**config.mk**
```make
export PLATFORM = sky130hd
export DESIGN_NAME = cordic_norm4_flat
export DESIGN_NICKNAME = d
export VERILOG_FILES = /design/src/rtl/cordic_norm4_if.sv /design/src/rtl/cordic_norm4.sv /design/src/flat_wrapper.sv
export SDC_FILE = /design/constraint.sdc
export NUM_CORES = 2
export LEC_CHECK = 0
export ABC_CLOCK_PERIOD_IN_PS = 7300
export CAP_MARGIN = 20
export CORE_ASPECT_RATIO = 1.2
export CORE_MARGIN = 2
export CORE_UTILIZATION = 25
export CTS_BUF_LIST = sky130_fd_sc_hd__clkbuf_16
export DETAILED_ROUTE_END_ITERATION = 7
export SLEW_MARGIN = 20
export SYNTH_ARGS = -nofsm -noshare
export SYNTH_HDL_FRONTEND = slang
export SYNTH_SLANG_ARGS = --single-unit
export TNS_END_PERCENT = 1
```
**constraint.sdc**
```tcl
create_clock -name clk -period 7.3 [get_ports clk]
set_input_delay 1.095 -clock clk [delete_from_list [all_inputs] [get_ports clk]]
set_output_delay 1.095 -clock clk [all_outputs]
set_load 0.03 [all_outputs]
```
**src/rtl/cordic_norm4_if.sv**
```systemverilog
// -----------------------------------------------------------------------------
// cordic_norm4_if
//   Matrix-row streaming interface for the CORDIC norm block.
//   Request side : in_valid, matrix_0..matrix_3 (signed Q8.3 row elements)
//   Response side: out_valid, out_matrix (signed Q8.3 Euclidean norm)
//   master modport : drives the request side and observes the response side
//   slave  modport : consumes the request side and drives the response side
// -----------------------------------------------------------------------------
interface cordic_norm4_if #(
    parameter int DATA_W = 12
);
    logic                     in_valid;
    logic signed [DATA_W-1:0] matrix_0;
    logic signed [DATA_W-1:0] matrix_1;
    logic signed [DATA_W-1:0] matrix_2;
    logic signed [DATA_W-1:0] matrix_3;
    logic                     out_valid;
    logic signed [DATA_W-1:0] out_matrix;

    modport master (
        output in_valid, matrix_0, matrix_1, matrix_2, matrix_3,
        input  out_valid, out_matrix
    );

    modport slave (
        input  in_valid, matrix_0, matrix_1, matrix_2, matrix_3,
        output out_valid, out_matrix
    );
endinterface

```
**src/rtl/cordic_norm4.sv**
```systemverilog
// -----------------------------------------------------------------------------
// cordic_norm4
//   Fully pipelined Euclidean norm of a 4-element signed Q8.3 row.
//   Two parallel CORDIC vectoring rotators reduce (|m0|,m1) and (|m2|,m3) to
//   their magnitudes, a third rotator combines those two magnitudes, and a
//   constant multiply removes the K^2 CORDIC gain before round/saturate.
//   One row per cycle, no backpressure, latency 2*ITER+2 cycles.
//
//   Ports:
//     clk  - rising-edge clock
//     rst  - synchronous, active-high reset (clears all valid bits)
//     bus  - cordic_norm4_if.slave: in_valid/matrix_0..3 in,
//            out_valid/out_matrix out (out_matrix is 0 when out_valid is 0)
// -----------------------------------------------------------------------------
module cordic_norm4 #(
    parameter int DATA_W = 12,
    parameter int ITER   = 12,
    parameter int GUARD  = 2,
    parameter int KINV2  = 24167
) (
    input  logic          clk,
    input  logic          rst,
    cordic_norm4_if.slave bus
);
    localparam int IW   = DATA_W + GUARD + 3;
    localparam int PW   = 34;
    localparam int OMAX = (1 << (DATA_W - 1)) - 1;

    typedef logic signed [IW-1:0] iw_t;
    typedef struct packed {
        iw_t x;
        iw_t y;
    } vec_t;

    // Sign-extend a sample to the internal width and add the guard bits.
    function automatic iw_t widen(input logic signed [DATA_W-1:0] m);
        iw_t w;
        w = {{(IW - DATA_W){m[DATA_W-1]}}, m};
        return w <<< GUARD;
    endfunction

    function automatic iw_t iabs(input iw_t v);
        return (v < 0) ? -v : v;
    endfunction

    // One vectoring micro-rotation: drive y toward zero, both updates use
    // the pre-update x and y.
    function automatic vec_t rotate(input vec_t v, input int sh);
        iw_t  x;
        iw_t  y;
        vec_t r;
        x = v.x;
        y = v.y;
        if (y >= 0) begin
            r.x = x + (y >>> sh);
            r.y = y - (x >>> sh);
        end else begin
            r.x = x - (y >>> sh);
            r.y = y + (x >>> sh);
        end
        return r;
    endfunction

    // Stage-A rotators: index 0 is the input register, index i+1 holds the
    // result of micro-rotation i.
    vec_t ra_q [ITER+1];
    vec_t ra_d [ITER+1];
    vec_t rb_q [ITER+1];
    vec_t rb_d [ITER+1];
    logic [ITER:0] va_q, va_d;

    // Stage-B rotator: index i holds the result of micro-rotation i.
    vec_t s2_q [ITER];
    vec_t s2_d [ITER];
    logic [ITER-1:0] vb_q, vb_d;
    vec_t b_in;

    // Gain-compensation product, then the rounded/saturated output.
    logic signed [PW-1:0]     p_q, p_d;
    logic                     vp_q, vp_d;
    logic signed [PW-1:0]     n;
    logic                     out_valid_q, out_valid_d;
    logic signed [DATA_W-1:0] out_matrix_q, out_matrix_d;

    // NOTE: every always_comb output gets a default first so no path can
    // leave it unassigned and infer a latch; blocking '=' is correct here
    // because later statements must see the freshly computed values.
    always_comb begin
        ra_d = ra_q;
        rb_d = rb_q;
        s2_d = s2_q;
        va_d = '0;
        vb_d = '0;

        // Hold stage 0 on idle cycles so undefined matrix_* never enters
        // the datapath.
        if (bus.in_valid) begin
            ra_d[0].x = iabs(widen(bus.matrix_0));
            ra_d[0].y = widen(bus.matrix_1);
            rb_d[0].x = iabs(widen(bus.matrix_2));
            rb_d[0].y = widen(bus.matrix_3);
        end
        va_d[0] = bus.in_valid;

        for (int i = 0; i < ITER; i++) begin
            ra_d[i+1]  = rotate(ra_q[i], i);
            rb_d[i+1]  = rotate(rb_q[i], i);
            va_d[i+1]  = va_q[i];
        end

        // Combine the two partial magnitudes (each already carries gain K).
        b_in.x  = ra_q[ITER].x;
        b_in.y  = rb_q[ITER].x;
        s2_d[0] = rotate(b_in, 0);
        vb_d[0] = va_q[ITER];
        for (int i = 1; i < ITER; i++) begin
            s2_d[i] = rotate(s2_q[i-1], i);
            vb_d[i] = vb_q[i-1];
        end

        p_d  = PW'($signed(s2_q[ITER-1].x)) * PW'(KINV2);
        vp_d = vb_q[ITER-1];

        // Drop the 16-bit gain fraction and the guard bits, rounding half up.
        n = (p_q + (PW'(1) <<< (15 + GUARD))) >>> (16 + GUARD);

        out_valid_d = vp_q;
        if (!vp_q) begin
            out_matrix_d = '0;
        end else if (n > PW'(OMAX)) begin
            out_matrix_d = DATA_W'(OMAX);
        end else if (n < 0) begin
            out_matrix_d = '0;
        end else begin
            out_matrix_d = n[DATA_W-1:0];
        end
    end

    // Control path: valid bits and the output register are cleared by reset,
    // which is enough to discard every in-flight row.
    always_ff @(posedge clk) begin
        if (rst) begin
            va_q         <= '0;
            vb_q         <= '0;
            vp_q         <= 1'b0;
            out_valid_q  <= 1'b0;
            out_matrix_q <= '0;
        end else begin
            va_q         <= va_d;
            vb_q         <= vb_d;
            vp_q         <= vp_d;
            out_valid_q  <= out_valid_d;
            out_matrix_q <= out_matrix_d;
        end
    end

    // NOTE: the wide datapath registers are deliberately not reset; their
    // contents only matter when the matching valid bit is set, and leaving
    // them reset-free keeps the reset net off hundreds of flops.
    always_ff @(posedge clk) begin
        ra_q <= ra_d;
        rb_q <= rb_d;
        s2_q <= s2_d;
        p_q  <= p_d;
    end

    assign bus.out_valid  = out_valid_q;
    assign bus.out_matrix = out_matrix_q;
endmodule

```
**src/flat_wrapper.sv**
```systemverilog
// flat-port wrapper written by rule: the top's interface ports become plain ports
module cordic_norm4_flat 
#(
    parameter int DATA_W = 12,
    parameter int ITER   = 12,
    parameter int GUARD  = 2,
    parameter int KINV2  = 24167
)
  (clk, rst, bus_in_valid, bus_matrix_0, bus_matrix_1, bus_matrix_2, bus_matrix_3, bus_out_valid, bus_out_matrix);
  cordic_norm4_if #(.DATA_W(DATA_W)) bus_i ();
  input  logic clk;
  input  logic rst;
  input wire logic [$bits(bus_i.in_valid)-1:0] bus_in_valid;
  input wire logic [$bits(bus_i.matrix_0)-1:0] bus_matrix_0;
  input wire logic [$bits(bus_i.matrix_1)-1:0] bus_matrix_1;
  input wire logic [$bits(bus_i.matrix_2)-1:0] bus_matrix_2;
  input wire logic [$bits(bus_i.matrix_3)-1:0] bus_matrix_3;
  output wire logic [$bits(bus_i.out_valid)-1:0] bus_out_valid;
  output wire logic [$bits(bus_i.out_matrix)-1:0] bus_out_matrix;
  assign bus_i.in_valid = bus_in_valid;
  assign bus_i.matrix_0 = bus_matrix_0;
  assign bus_i.matrix_1 = bus_matrix_1;
  assign bus_i.matrix_2 = bus_matrix_2;
  assign bus_i.matrix_3 = bus_matrix_3;
  assign bus_out_valid = bus_i.out_valid;
  assign bus_out_matrix = bus_i.out_matrix;
  cordic_norm4 #(.DATA_W(DATA_W), .ITER(ITER), .GUARD(GUARD), .KINV2(KINV2)) u_core (.clk(clk), .rst(rst), .bus(bus_i));
endmodule
```
==> impl_metrics.ini <==
[setup_path]
slowest_delay_ns = 0.58
path_cells = inv_1 > ha_1 > inv_1 > ha_1 > inv_1 > fa_1 > inv_1 > fa_1 > fa_1 > inv_1 > fa_1 > inv_1 > ha_1 > nand2_1 > o21ai_0 > a21o_1 > a21oi_1 > o311ai_0 > nand2_1 > o311ai_0 > xor2_1
cp_num_buf_inv = 6
worst_path_most_repeated_cell = inv_1
crit_fanout = 7
setup.worst_path.start_class = flop
worstPathRequired_ns = 7.95
cp-end-kind = flop
cp.arrival_ns = 6.76
critPathKind = reg2reg
crit_slowest_cell = o311ai_0
critPathTopFamily = adder cells

[clock_tree]
clkLatencyLatePin_ns = 0.84
cts_tree = built
clk_path_buf_depth = 4
cts_buffers = 155
cts_resized = 0
root_buffer = clkbuf_16
cts_hold_buf = 0
h-tree-depth = 4
path_clk_slew_ns = 0.05
cts_setup_buffers = 0
cts_sinks = 1232

[grt]
grt_pass1_wl_um = 374500
grt-ovfl-total = 0
grt_max_degree = 56
antenna_found_initial = 2
grt_pass1_vias = 75489
track_usage_pct = 11.35

[synth]
synthArstFlopShare_pct = 0
synth_edf_count = 54
avgSynthCellArea_um2 = 8.687
yosysTopAreaCell = dfxtp_1
synth_ff_type = dfxtp_1
synth-seq-area-share_pct = 26.10
synth_top_area_share_pct = 24.42
ys_types = 85
ys_warn_count = 0
ys_ff_latch = 1232
syn_inst = 11117
synthesis.area_mm2 = 0.09658
netlist_top_cells_area = dfxtp_1 (24%), ha_1 (18%), xnor2_1 (8.9%)

[detailed_routing]
remaining_drc_errors = 0
vias = 76602
drt_pass1_iterations = 5
drt_iter0_drc = 3143
viasPerCell = 4.602
routed_wl_um = 228500
postRouteAntennaNets = 0
wl_per_cell_um = 13.73

[placed_design]
port_buffers = 63
place_area_mm2 = 0.1038
dp_hpwl_um = 185600
gp_congestion = 0.8684

[cells_and_area]
fin_util_pct = 28.20
fin_area_mm2 = 0.1087
area_growth_syn_to_layout_pct = 12.51
n_fill_cell = 41346
drive_gt1_share_pct = 3.547
final_nets = 12976

[sta]
period_needed_ns = 6.110
hold_viol_final = 0
drv_slew = 0
fin_crit_sh_pct = 83.70
hold_slack_ns = 0.4022
fin_skew_ns = 0.07396
tightestPinTransition_ns = 1.047
slew_headroom_pct = 28.41
max_freq_mhz = 163.7
setup_viol = 0
setup_tns_ns = 0
rsz0062_at_grt = no

[die]
die_h_um = 684.9
pin_count = 64
fp.coreArea_mm2 = 0.3854
start_util_pct = 25.06
die_w_um = 571.4
die_area_mm2 = 0.3913
core.rowCount = 250

[job]
maxCapViolCount = 0

[worst_hold_path]
worstHoldPathType = reg2reg

[run_status]
outcome = finished clean
cell usage in the layout (no fill, tap or decap), types with 69 or more instances in the layout:
cell / n
nor2_1: 770
nand3_1: 250
nor2b_1: 255
nand2b_1: 147
mux2i_1: 96
nand2_1: 568
nor3_1: 295
conb_1: 160
clkbuf_16: 157
dfxtp_1: 1177
or3_1: 125
a21oi_1: 797
a31oi_1: 132
a21o_1: 260
o31ai_1: 184
a211oi_1: 69
xnor2_1: 984
xor2_1: 442
a21boi_0: 70
a221oi_1: 89
ha_1: 1368
or2_2: 74
fa_1: 198
inv_1: 945
o21bai_1: 219
o21ai_0: 539
and3_1: 92
cell usage after synthesis (23+ instances only):
cell	n
ha_1	1368
dfxtp_1	1178
xnor2_1	984
inv_1	915
a21oi_1	797
nor2_1	770
nand2_1	568
o21ai_0	539
xor2_1	442
nor3_1	295
a21o_1	260
nor2b_1	255
nand3_1	250
o21bai_1	219
fa_1	198
o31ai_1	184
nand2b_1	147
clkbuf_1	144
a31oi_1	132
or3_1	125
mux2i_1	96
and3_1	92
a221oi_1	89
or2_2	74
a21boi_0	70
a211oi_1	69
or4_1	68
o41ai_1	66
o21a_1	59
o311ai_0	56
edfxtp_1	54
nor4_1	53
o211ai_1	50
nor3b_1	44
a31o_2	41
a2111oi_0	37
a211o_1	36
nand4_1	34
a311oi_1	32
nor4b_1	30
or4b_2	23
path summary, 6_finish.rpt:
check,startpoint,cells after the start,slack [ns],to
max,u_core.s2_q[32],21,1.19,u_core.p_q[31]
min,u_core.ra_q[342],0,0.40,u_core.ra_q[323]
max reg2reg,u_core.s2_q[32],21,1.19,u_core.p_q[31]
min reg2reg,u_core.ra_q[342],0,0.40,u_core.ra_q[323]
cells by family (layout without fill, tap and decap cells):
group	count (synthesis)	in the layout	share of synthesized area, %
AO/OA/AOI/OAI	2826	2826	18.96
XOR/XNOR	1426	1426	12.93
adder cells (fa/ha/maj)	1566	1566	21.83
buffers and inverters	1082	1282	4.217
flip-flops	1232	1232	26.10
multiplexers	97	97	1.007
other	1	163	0.003883
AND/OR/NAND/NOR	2887	2887	14.95
cell type report:
| cell class | count | area (µm²) | share of cell area [%] |
|---|---|---|---|
| multi-input combinational | 8962 | 67900 | 62.48 |
| sequential | 1232 | 25210 | 23.20 |
| tap | 5166 | 6464 | 5.948 |
| clock buffer | 157 | 3929 | 3.616 |
| inverter | 920 | 3453 | 3.178 |
| clock inverter | 117 | 893.4 | 0.8221 |
| timing repair buffer | 88 | 813.3 | 0.7484 |
| antenna | 3 | 7.507 | 0.006909 |
per-stage QoR:
stage	setup slack, ns	cells
final	1.190	16645
after global routing	0.8364	16644
after CTS	1.102	16642
after detailed placement	1.103	16368
after global placement	1.154	16368
after floorplan	1.434	11276
sequential cells by signal (all words and copies together), names as in the netlist:
signal                 count
u_core.b_in               34
u_core.bus.out_matrix     12
u_core.bus.out_valid       1
u_core.out_valid_d         1
u_core.p_q                16
u_core.ra_q              382
u_core.rb_q              382
u_core.s2_q              379
u_core.va_q               13
u_core.vb_q               12
per-layer routing:
layer | vias to the layer above | part of all wire [%] | GRT usage (%)
met1 | 35326 | 42 | 12.60
li1 | 39827 | - | -
met4 | 0 | 3.9 | 4.412
met2 | 995 | 52 | 21.78
met5 | - | 0 | 0
met3 | 454 | 2.6 | 1.195
worst register-to-register path, cell delays in order, from the launching register on:
cell and delay [ns]:
dfxtp_1 0.56, inv_1 0.21, ha_1 0.37, inv_1 0.12, ha_1 0.29, inv_1 0.05
fa_1 0.49, inv_1 0.05, fa_1 0.48, fa_1 0.56, inv_1 0.06, fa_1 0.53
inv_1 0.04, ha_1 0.36, nand2_1 0.09, o21ai_0 0.21, a21o_1 0.11, a21oi_1 0.08
o311ai_0 0.58, nand2_1 0.22, o311ai_0 0.43, xor2_1 0.11
Power is not shown: default switching activity piles up to over one toggle a cycle in this logic, so the estimate is an artifact.
